**config.mk**
```make
export PLATFORM = sky130hd
export DESIGN_NAME = run_ctrl
export DESIGN_NICKNAME = d
export VERILOG_FILES = /design/src/rtl/run_ctrl_pkg.sv /design/src/rtl/run_ctrl_sat_cnt.sv /design/src/rtl/run_ctrl.sv
export SDC_FILE = /design/constraint.sdc
export NUM_CORES = 1
export LEC_CHECK = 0
export ABC_AREA = 1
export BUFFER_PORTS_ARGS = -buffer_cell sky130_fd_sc_hd__buf_2
export CAP_MARGIN = 10
export CORE_MARGIN = 2
export CORE_UTILIZATION = 55
export CTS_CLUSTER_DIAMETER = 100
export CTS_CLUSTER_SIZE = 16
export DETAILED_ROUTE_END_ITERATION = 12
export HOLD_SLACK_MARGIN = 0.03
export PLACE_DENSITY = 0.78
export SYNTH_ARGS = -nofsm -noshare
export SYNTH_HDL_FRONTEND = slang
export SYNTH_SLANG_ARGS = --single-unit
```
**constraint.sdc**
```tcl
create_clock -name clk -period 6.9 [get_ports clk]
set_clock_uncertainty 0.05 [all_clocks]
set_input_delay 2.07 -clock clk [delete_from_list [all_inputs] [get_ports clk]]
set_output_delay 2.07 -clock clk [all_outputs]
set_load 0.05 [all_outputs]
```
**src/rtl/run_ctrl_pkg.sv**
```systemverilog
// Shared constants for the run controller: FSM state encoding, mode codes and
// termination status codes.
// Latency: n/a (constants only). Backpressure: n/a.
// Contents: state_e, MODE_* (run mode input codes), ST_* (status output codes).
package run_ctrl_pkg;

    typedef enum logic [2:0] {
        S_IDLE  = 3'd0,
        S_RESET = 3'd1,
        S_RUN   = 3'd2,
        S_STEP  = 3'd3,
        S_DONE  = 3'd4
    } state_e;

    localparam logic [1:0] MODE_FREE  = 2'b00;
    localparam logic [1:0] MODE_STEP  = 2'b01;
    localparam logic [1:0] MODE_COUNT = 2'b10;
    localparam logic [1:0] MODE_RSVD  = 2'b11;

    localparam logic [1:0] ST_NONE   = 2'b00;
    localparam logic [1:0] ST_HALTED = 2'b01;
    localparam logic [1:0] ST_COUNT  = 2'b10;
    localparam logic [1:0] ST_ABORT  = 2'b11;

endpackage

```
**src/rtl/run_ctrl_sat_cnt.sv**
```systemverilog
// Saturating up-counter with synchronous clear and count enable.
// Latency: value updates one cycle after clr_i/en_i. Backpressure: none.
// Ports: clk, rst (async active-low), clr_i (wins over en_i), en_i, cnt_o.
module run_ctrl_sat_cnt #(
    parameter int CNT_W = 32
) (
    input  logic             clk,
    input  logic             rst,
    input  logic             clr_i,
    input  logic             en_i,
    output logic [CNT_W-1:0] cnt_o
);

    logic [CNT_W-1:0] cnt_q;

    always_ff @(posedge clk or negedge rst) begin
        if (!rst) begin
            cnt_q <= '0;
        end else if (clr_i) begin
            cnt_q <= '0;
        end else if (en_i && !(&cnt_q)) begin
            cnt_q <= cnt_q + CNT_W'(1);
        end
    end

    assign cnt_o = cnt_q;

endmodule

```
**src/rtl/run_ctrl.sv**
```systemverilog
// Run controller: holds cores in reset, releases them, gates per-core execution
// (free-run / single-step / run-to-count) and reports cycle count and status.
// Latency: all outputs registered; start -> core_rst next cycle, core_en after
// RESET_CYCLES more. Backpressure: none; start only accepted in IDLE/DONE.
// Ports: clk, rst (async active-low), start, mode, max_cycles, step, abort,
// halt_req[N_CORES] in; core_rst, core_en[N_CORES], cycle_cnt, busy, done,
// status out. Optional stall_cnt output when RUN_CTRL_STALL_CNT_EN is defined.
module run_ctrl
    import run_ctrl_pkg::*;
#(
    parameter int N_CORES      = 1,
    parameter int CNT_W        = 32,
    parameter int RESET_CYCLES = 1
) (
    input  logic               clk,
    input  logic               rst,
    input  logic               start,
    input  logic [1:0]         mode,
    input  logic [CNT_W-1:0]   max_cycles,
    input  logic               step,
    input  logic               abort,
    input  logic [N_CORES-1:0] halt_req,
    output logic               core_rst,
    output logic [N_CORES-1:0] core_en,
    output logic [CNT_W-1:0]   cycle_cnt,
    output logic               busy,
    output logic               done,
`ifdef RUN_CTRL_STALL_CNT_EN
    output logic [CNT_W-1:0]   stall_cnt,
`endif
    output logic [1:0]         status
);

    localparam int              RC_W     = (RESET_CYCLES > 1) ? $clog2(RESET_CYCLES) : 1;
    localparam logic [RC_W-1:0] RST_LOAD = RC_W'(RESET_CYCLES - 1);

    state_e             state_q;
    logic [1:0]         mode_q;
    logic [CNT_W-1:0]   max_q;
    logic [N_CORES-1:0] halted_q;
    logic [RC_W-1:0]    rst_cnt_q;
    logic               core_rst_q;
    logic [N_CORES-1:0] core_en_q;
    logic               busy_q;
    logic               done_q;
    logic [1:0]         status_q;

    logic               start_ok;
    logic               any_en;
    logic [N_CORES-1:0] halted_d;
    logic [CNT_W-1:0]   cyc_inc;
    logic               fin;
    logic [1:0]         fin_st;

    assign start_ok = start && (mode != MODE_RSVD) &&
                      (state_q == S_IDLE || state_q == S_DONE);
    assign any_en   = |core_en_q;
    // Halts only latch for cores that were actually executing this cycle.
    assign halted_d = halted_q | (halt_req & core_en_q);
    // Value cycle_cnt takes at this edge if the cycle is counted.
    assign cyc_inc  = (&cycle_cnt) ? cycle_cnt : cycle_cnt + CNT_W'(1);

    // Termination detection, priority abort > all halted > count reached.
    always_comb begin
        fin    = 1'b0;
        fin_st = ST_NONE;
        case (state_q)
            S_RESET: begin
                if (abort) begin
                    fin    = 1'b1;
                    fin_st = ST_ABORT;
                end else if (rst_cnt_q == '0 && mode_q == MODE_COUNT && max_q == '0) begin
                    // Zero-length counted run ends without a single enable cycle.
                    fin    = 1'b1;
                    fin_st = ST_COUNT;
                end
            end
            S_RUN, S_STEP: begin
                if (abort) begin
                    fin    = 1'b1;
                    fin_st = ST_ABORT;
                end else if (&halted_d) begin
                    fin    = 1'b1;
                    fin_st = ST_HALTED;
                end else if (mode_q == MODE_COUNT && any_en && cyc_inc == max_q) begin
                    fin    = 1'b1;
                    fin_st = ST_COUNT;
                end
            end
            default: ;
        endcase
    end

    always_ff @(posedge clk or negedge rst) begin
        if (!rst) begin
            state_q    <= S_IDLE;
            mode_q     <= MODE_FREE;
            max_q      <= '0;
            halted_q   <= '0;
            rst_cnt_q  <= '0;
            core_rst_q <= 1'b1;
            core_en_q  <= '0;
            busy_q     <= 1'b0;
            done_q     <= 1'b0;
            status_q   <= ST_NONE;
        end else if (fin) begin
            state_q    <= S_DONE;
            halted_q   <= halted_d;
            core_rst_q <= 1'b0;
            core_en_q  <= '0;
            busy_q     <= 1'b0;
            done_q     <= 1'b1;
            status_q   <= fin_st;
        end else begin
            case (state_q)
                S_IDLE, S_DONE: begin
                    if (start_ok) begin
                        state_q    <= S_RESET;
                        mode_q     <= mode;
                        max_q      <= max_cycles;
                        halted_q   <= '0;
                        rst_cnt_q  <= RST_LOAD;
                        core_rst_q <= 1'b1;
                        core_en_q  <= '0;
                        busy_q     <= 1'b1;
                        done_q     <= 1'b0;
                        status_q   <= ST_NONE;
                    end
                end
                S_RESET: begin
                    if (rst_cnt_q != '0) begin
                        rst_cnt_q <= rst_cnt_q - RC_W'(1);
                    end else begin
                        core_rst_q <= 1'b0;
                        if (mode_q == MODE_STEP) begin
                            state_q   <= S_STEP;
                            core_en_q <= '0;
                        end else begin
                            state_q   <= S_RUN;
                            core_en_q <= ~halted_q;
                        end
                    end
                end
                S_RUN: begin
                    halted_q  <= halted_d;
                    core_en_q <= ~halted_d;
                end
                S_STEP: begin
                    halted_q <= halted_d;
                    // A non-zero enable marks the pulse cycle, during which step is ignored.
                    if (!any_en && step) begin
                        core_en_q <= ~halted_d;
                    end else begin
                        core_en_q <= '0;
                    end
                end
                default: begin
                    state_q <= S_IDLE;
                end
            endcase
        end
    end

    run_ctrl_sat_cnt #(.CNT_W(CNT_W)) u_cycle_cnt (
        .clk   (clk),
        .rst   (rst),
        .clr_i (start_ok),
        .en_i  (any_en),
        .cnt_o (cycle_cnt)
    );

`ifdef RUN_CTRL_STALL_CNT_EN
    run_ctrl_sat_cnt #(.CNT_W(CNT_W)) u_stall_cnt (
        .clk   (clk),
        .rst   (rst),
        .clr_i (start_ok),
        .en_i  ((state_q == S_RUN || state_q == S_STEP) && !any_en),
        .cnt_o (stall_cnt)
    );
`endif

    assign core_rst = core_rst_q;
    assign core_en  = core_en_q;
    assign busy     = busy_q;
    assign done     = done_q;
    assign status   = status_q;

endmodule

```
==> metrics.md <==
| Metric | Value |
|---|---|
| Gates resized, CTS repair | 0 |
| Worst Path Required | 7.09 ns |
| Routability cong. | 0.937 |
| First-pass GRT wire length | 22000 um |
| Synthesized flop and latch total | 76 |
| # DRC | 0 |
| RSZ-0062 raised after global routing | no |
| Reg-to-Reg End | state_q[2] |
| Adder-cell share of the synthesized area | 0.260% |
| Final setup violating endpoints | 0 |
| Synth warn | 0 |
| H-tree levels | 3 |
| Relative slew slack | 34.1% |
| Commonest cells in the netlist | nand2_1 (233), inv_1 (85), dfrtp_1 (75) |
| Crit Path Class | in -> reg |
| Syn nets | 739 |
| R2r setup slk | 3.58 ns |
| Met2 usage | 42.4% |
| Sequential-to-total area share from yosys stat | 39.6% |
| Max-slew violations | 0 |
| Detailed Place HPWL | 9870 um |
| CTS root buf | clkbuf_8 |
| GR Layer Usage met3 | 4.24% |
| CORE AREA | 8590 sq um |
| Critical path origin | mode[0] |
| Met1 Track Usage GR | 41.6% |
| Largest cells by area after synthesis | dfrtp_1 (39%), nand2_1 (18%), nand3_1 (7.1%), inv_1 (6.6%), o21ai_0 (5.3%) |
| Register Area | 1900 sq um |
| Critical Path Fanout Max | 27 |
| Synthesis-to-finish area growth | 12.9% |
| Gate Count Post-Synth | 698 |
| Max Clock Freq | 0.284 GHz |
| Post-Synthesis Cell Area | 4810 sq um |
| DRT Pass-1 Iters | 5 |
| Cell Pwr Density | 325 nW/um^2 |
| Worst-margin pin slew | 0.986 ns |
| HP Class | reg -> reg |
| ANT cells | 0 |
| Busiest grt layer | met2 |
| Data arrival, critical path | 3.71 ns |
| P_leak | 2.78 nW |
| Worst r2r path cells | 18 |
| PortBufs | 77 |
| # IOs | 78 |
| Num Clock Sinks | 76 |
| Largest area contributor in the netlist | dfrtp_1 |
| Post-synth top area share | 39.0% |
| Final WL | 13100 um |
| Gr usage total | 28.5% |
| Fin crit period | 3.52 ns |
| Setup TNS | 0 ns |
| CTS Hold Bufs | 0 |
| Peak supply drop | 254 uV |
| Initial antenna violation count | 0 |
| Worst setup path end | u_cycle_cnt.cnt_o[25] |
| FF-to-FF Start | u_cycle_cnt.cnt_o[0] |
| Clock Path Buffers | 2 |
| Multi-input logic area | 2470 sq um |
| CP endpoint kind | flip-flop |
| Post CTS Setup Buffer Count | 0 |
| Simple-gate area share of the yosys netlist | 37.8% |
| Synth Area in XOR/XNOR | 1.82% |
| Vias | 4878 |
| Fill cells | 807 |
| Asr flop ratio synth | 100% |
| Layout cell share with drive strength beyond 1 | 14.7% |
| Library cells used by synthesis | 38 |
| Post-route ant nets | 0 |
| Final net count | 810 |
| CP Launch Type | input port |
| Largest family of logic cells by synthesized area | simple AND/OR/NAND/NOR gates |
| Count leader, synth | nand2_1 |
| Routed length per placed instance | 14.8 um |
| First DRT Iteration DRCs | 351 |
| Full die area | 9510 sq um |
| CTS clk-pin slew, worst paths | 0.08 ns |
| Post-synthesis compound-gate area fraction | 11.6% |
| Main flop type after synthesis | dfrtp_1 |
| EDFF count, synth | 0 |
| Later-pin clock latency in the skew report | 0.35 ns |
| CTS buffer count | 9 |
| Core Rows | 34 |
| Syn Area/Cell | 6.89 sq um |
| Multiplexer area fraction after synthesis | 0% |
| Endpoints failing hold | 0 |
| Die span in y | 97.5 um |
| Max cap viols | 0 |
| Pin count of the biggest net entering global routing | 77 |
| Vias in the first global route | 4689 |
| Hold slack | 0.442 ns |
| Chip Width | 97.5 um |
| Status | finished clean |
| Initial Util | 56.0% |
| Drt via density | 5.53 |
| GRT Residual Overflow | 0 |
| Period utilization | 51.0% |
| CTS tree | yes |
[cells by family (layout without fill, tap and decap cells)]
logic type | after synthesis | after routing
compound gates | 93 | 93
xor+xnor | 10 | 10
fa+ha+maj | 1 | 1
buf+inv | 106 | 182
flops | 76 | 76
simple gates | 412 | 412
[cells in the final DEF (no fill, tap or decap), types with 4 or more instances in the layout]
master and instances:
a21oi_1 8, and2_1 4, buf_2 76, clkbuf_1 4
clkbuf_8 10, dfrtp_1 75, inv_1 85, nand2_1 233
nand2_2 5, nand3_1 68, nand3b_1 4, nand4_1 17
nor2_1 60, nor2_2 4, nor2_4 5, nor3_1 4
o21ai_0 51, o21ai_1 4, o21bai_1 4, o22ai_1 7
o32ai_1 11, xor2_1 8
[worst max-delay path: stages]
cell and delay (ns):
buf_2 0.09, nand2_1 0.05, nand3_1 0.07, buf_4 0.29, nand2_1 0.64, o32ai_1 0.50
[area by class of cell]
class                   count  share of cell area [%]
repair buffers             79                    7.42
multi-input cells         516                    45.6
inverters                  87                    6.01
flip-flops and latches     76                    35.0
clock inverters             2                   0.645
well taps                 108                    2.49
clock buffers              14                    2.81
[how the worst min path moves through the flow]
stage / start / endpoint / slack (ns) / depth (start not counted)
detailed placement: busy / busy / 0.43 / 2
CTS: core_rst / core_rst / 0.44 / 2
floorplan: state_q[0] / state_q[0] / 0.41 / 2
finish: core_rst / core_rst / 0.44 / 2
global route: core_rst / core_rst / 0.46 / 2
global placement: done / done / 0.42 / 2
[registers in the layout (all words and copies together), names as in the netlist]
| name | count |
|---|---|
| busy | 1 |
| core_en | 1 |
| core_rst | 1 |
| done | 1 |
| halted_q | 1 |
| max_q | 32 |
| mode_q | 2 |
| state_q | 3 |
| status | 2 |
| u_cycle_cnt.cnt_o | 32 |
[routing by layer]
layer / share of wire (%) / up-vias / routed length (um)
li1: - / 2407 / -
met1: 45 / 2233 / 5840
met2: 45 / 208 / 5840
met3: 7.9 / 30 / 1030
met4: 2.9 / 0 / 377
met5: 0 / - / 0
[per-stage QoR]
| step | cell area, sq um | power, mW | cells | setup WS [ns] | utilization [%] |
|---|---|---|---|---|---|
| floorplan | 4810 | 1.23 | 698 | 3.70 | - |
| global placement | 5240 | 1.40 | 866 | 3.09 | 61.0 |
| detailed placement | 5240 | 1.42 | 866 | 3.06 | 61.0 |
| CTS | 5430 | 1.76 | 882 | 3.40 | 63.2 |
| global route | 5430 | 1.90 | 882 | 3.21 | 63.2 |
| finish | 5430 | 1.76 | 882 | 3.38 | 63.2 |
[where the power goes]
| group | internal, mW | leakage, nW | switching, mW |
|---|---|---|---|
| Combinational | 0.223 | 1.70 | 0.517 |
| Sequential | 0.584 | 0.986 | 0.0997 |
| Clock | 0.178 | 0.0947 | 0.163 |
Note: power is estimated with default switching activity, not from simulation.
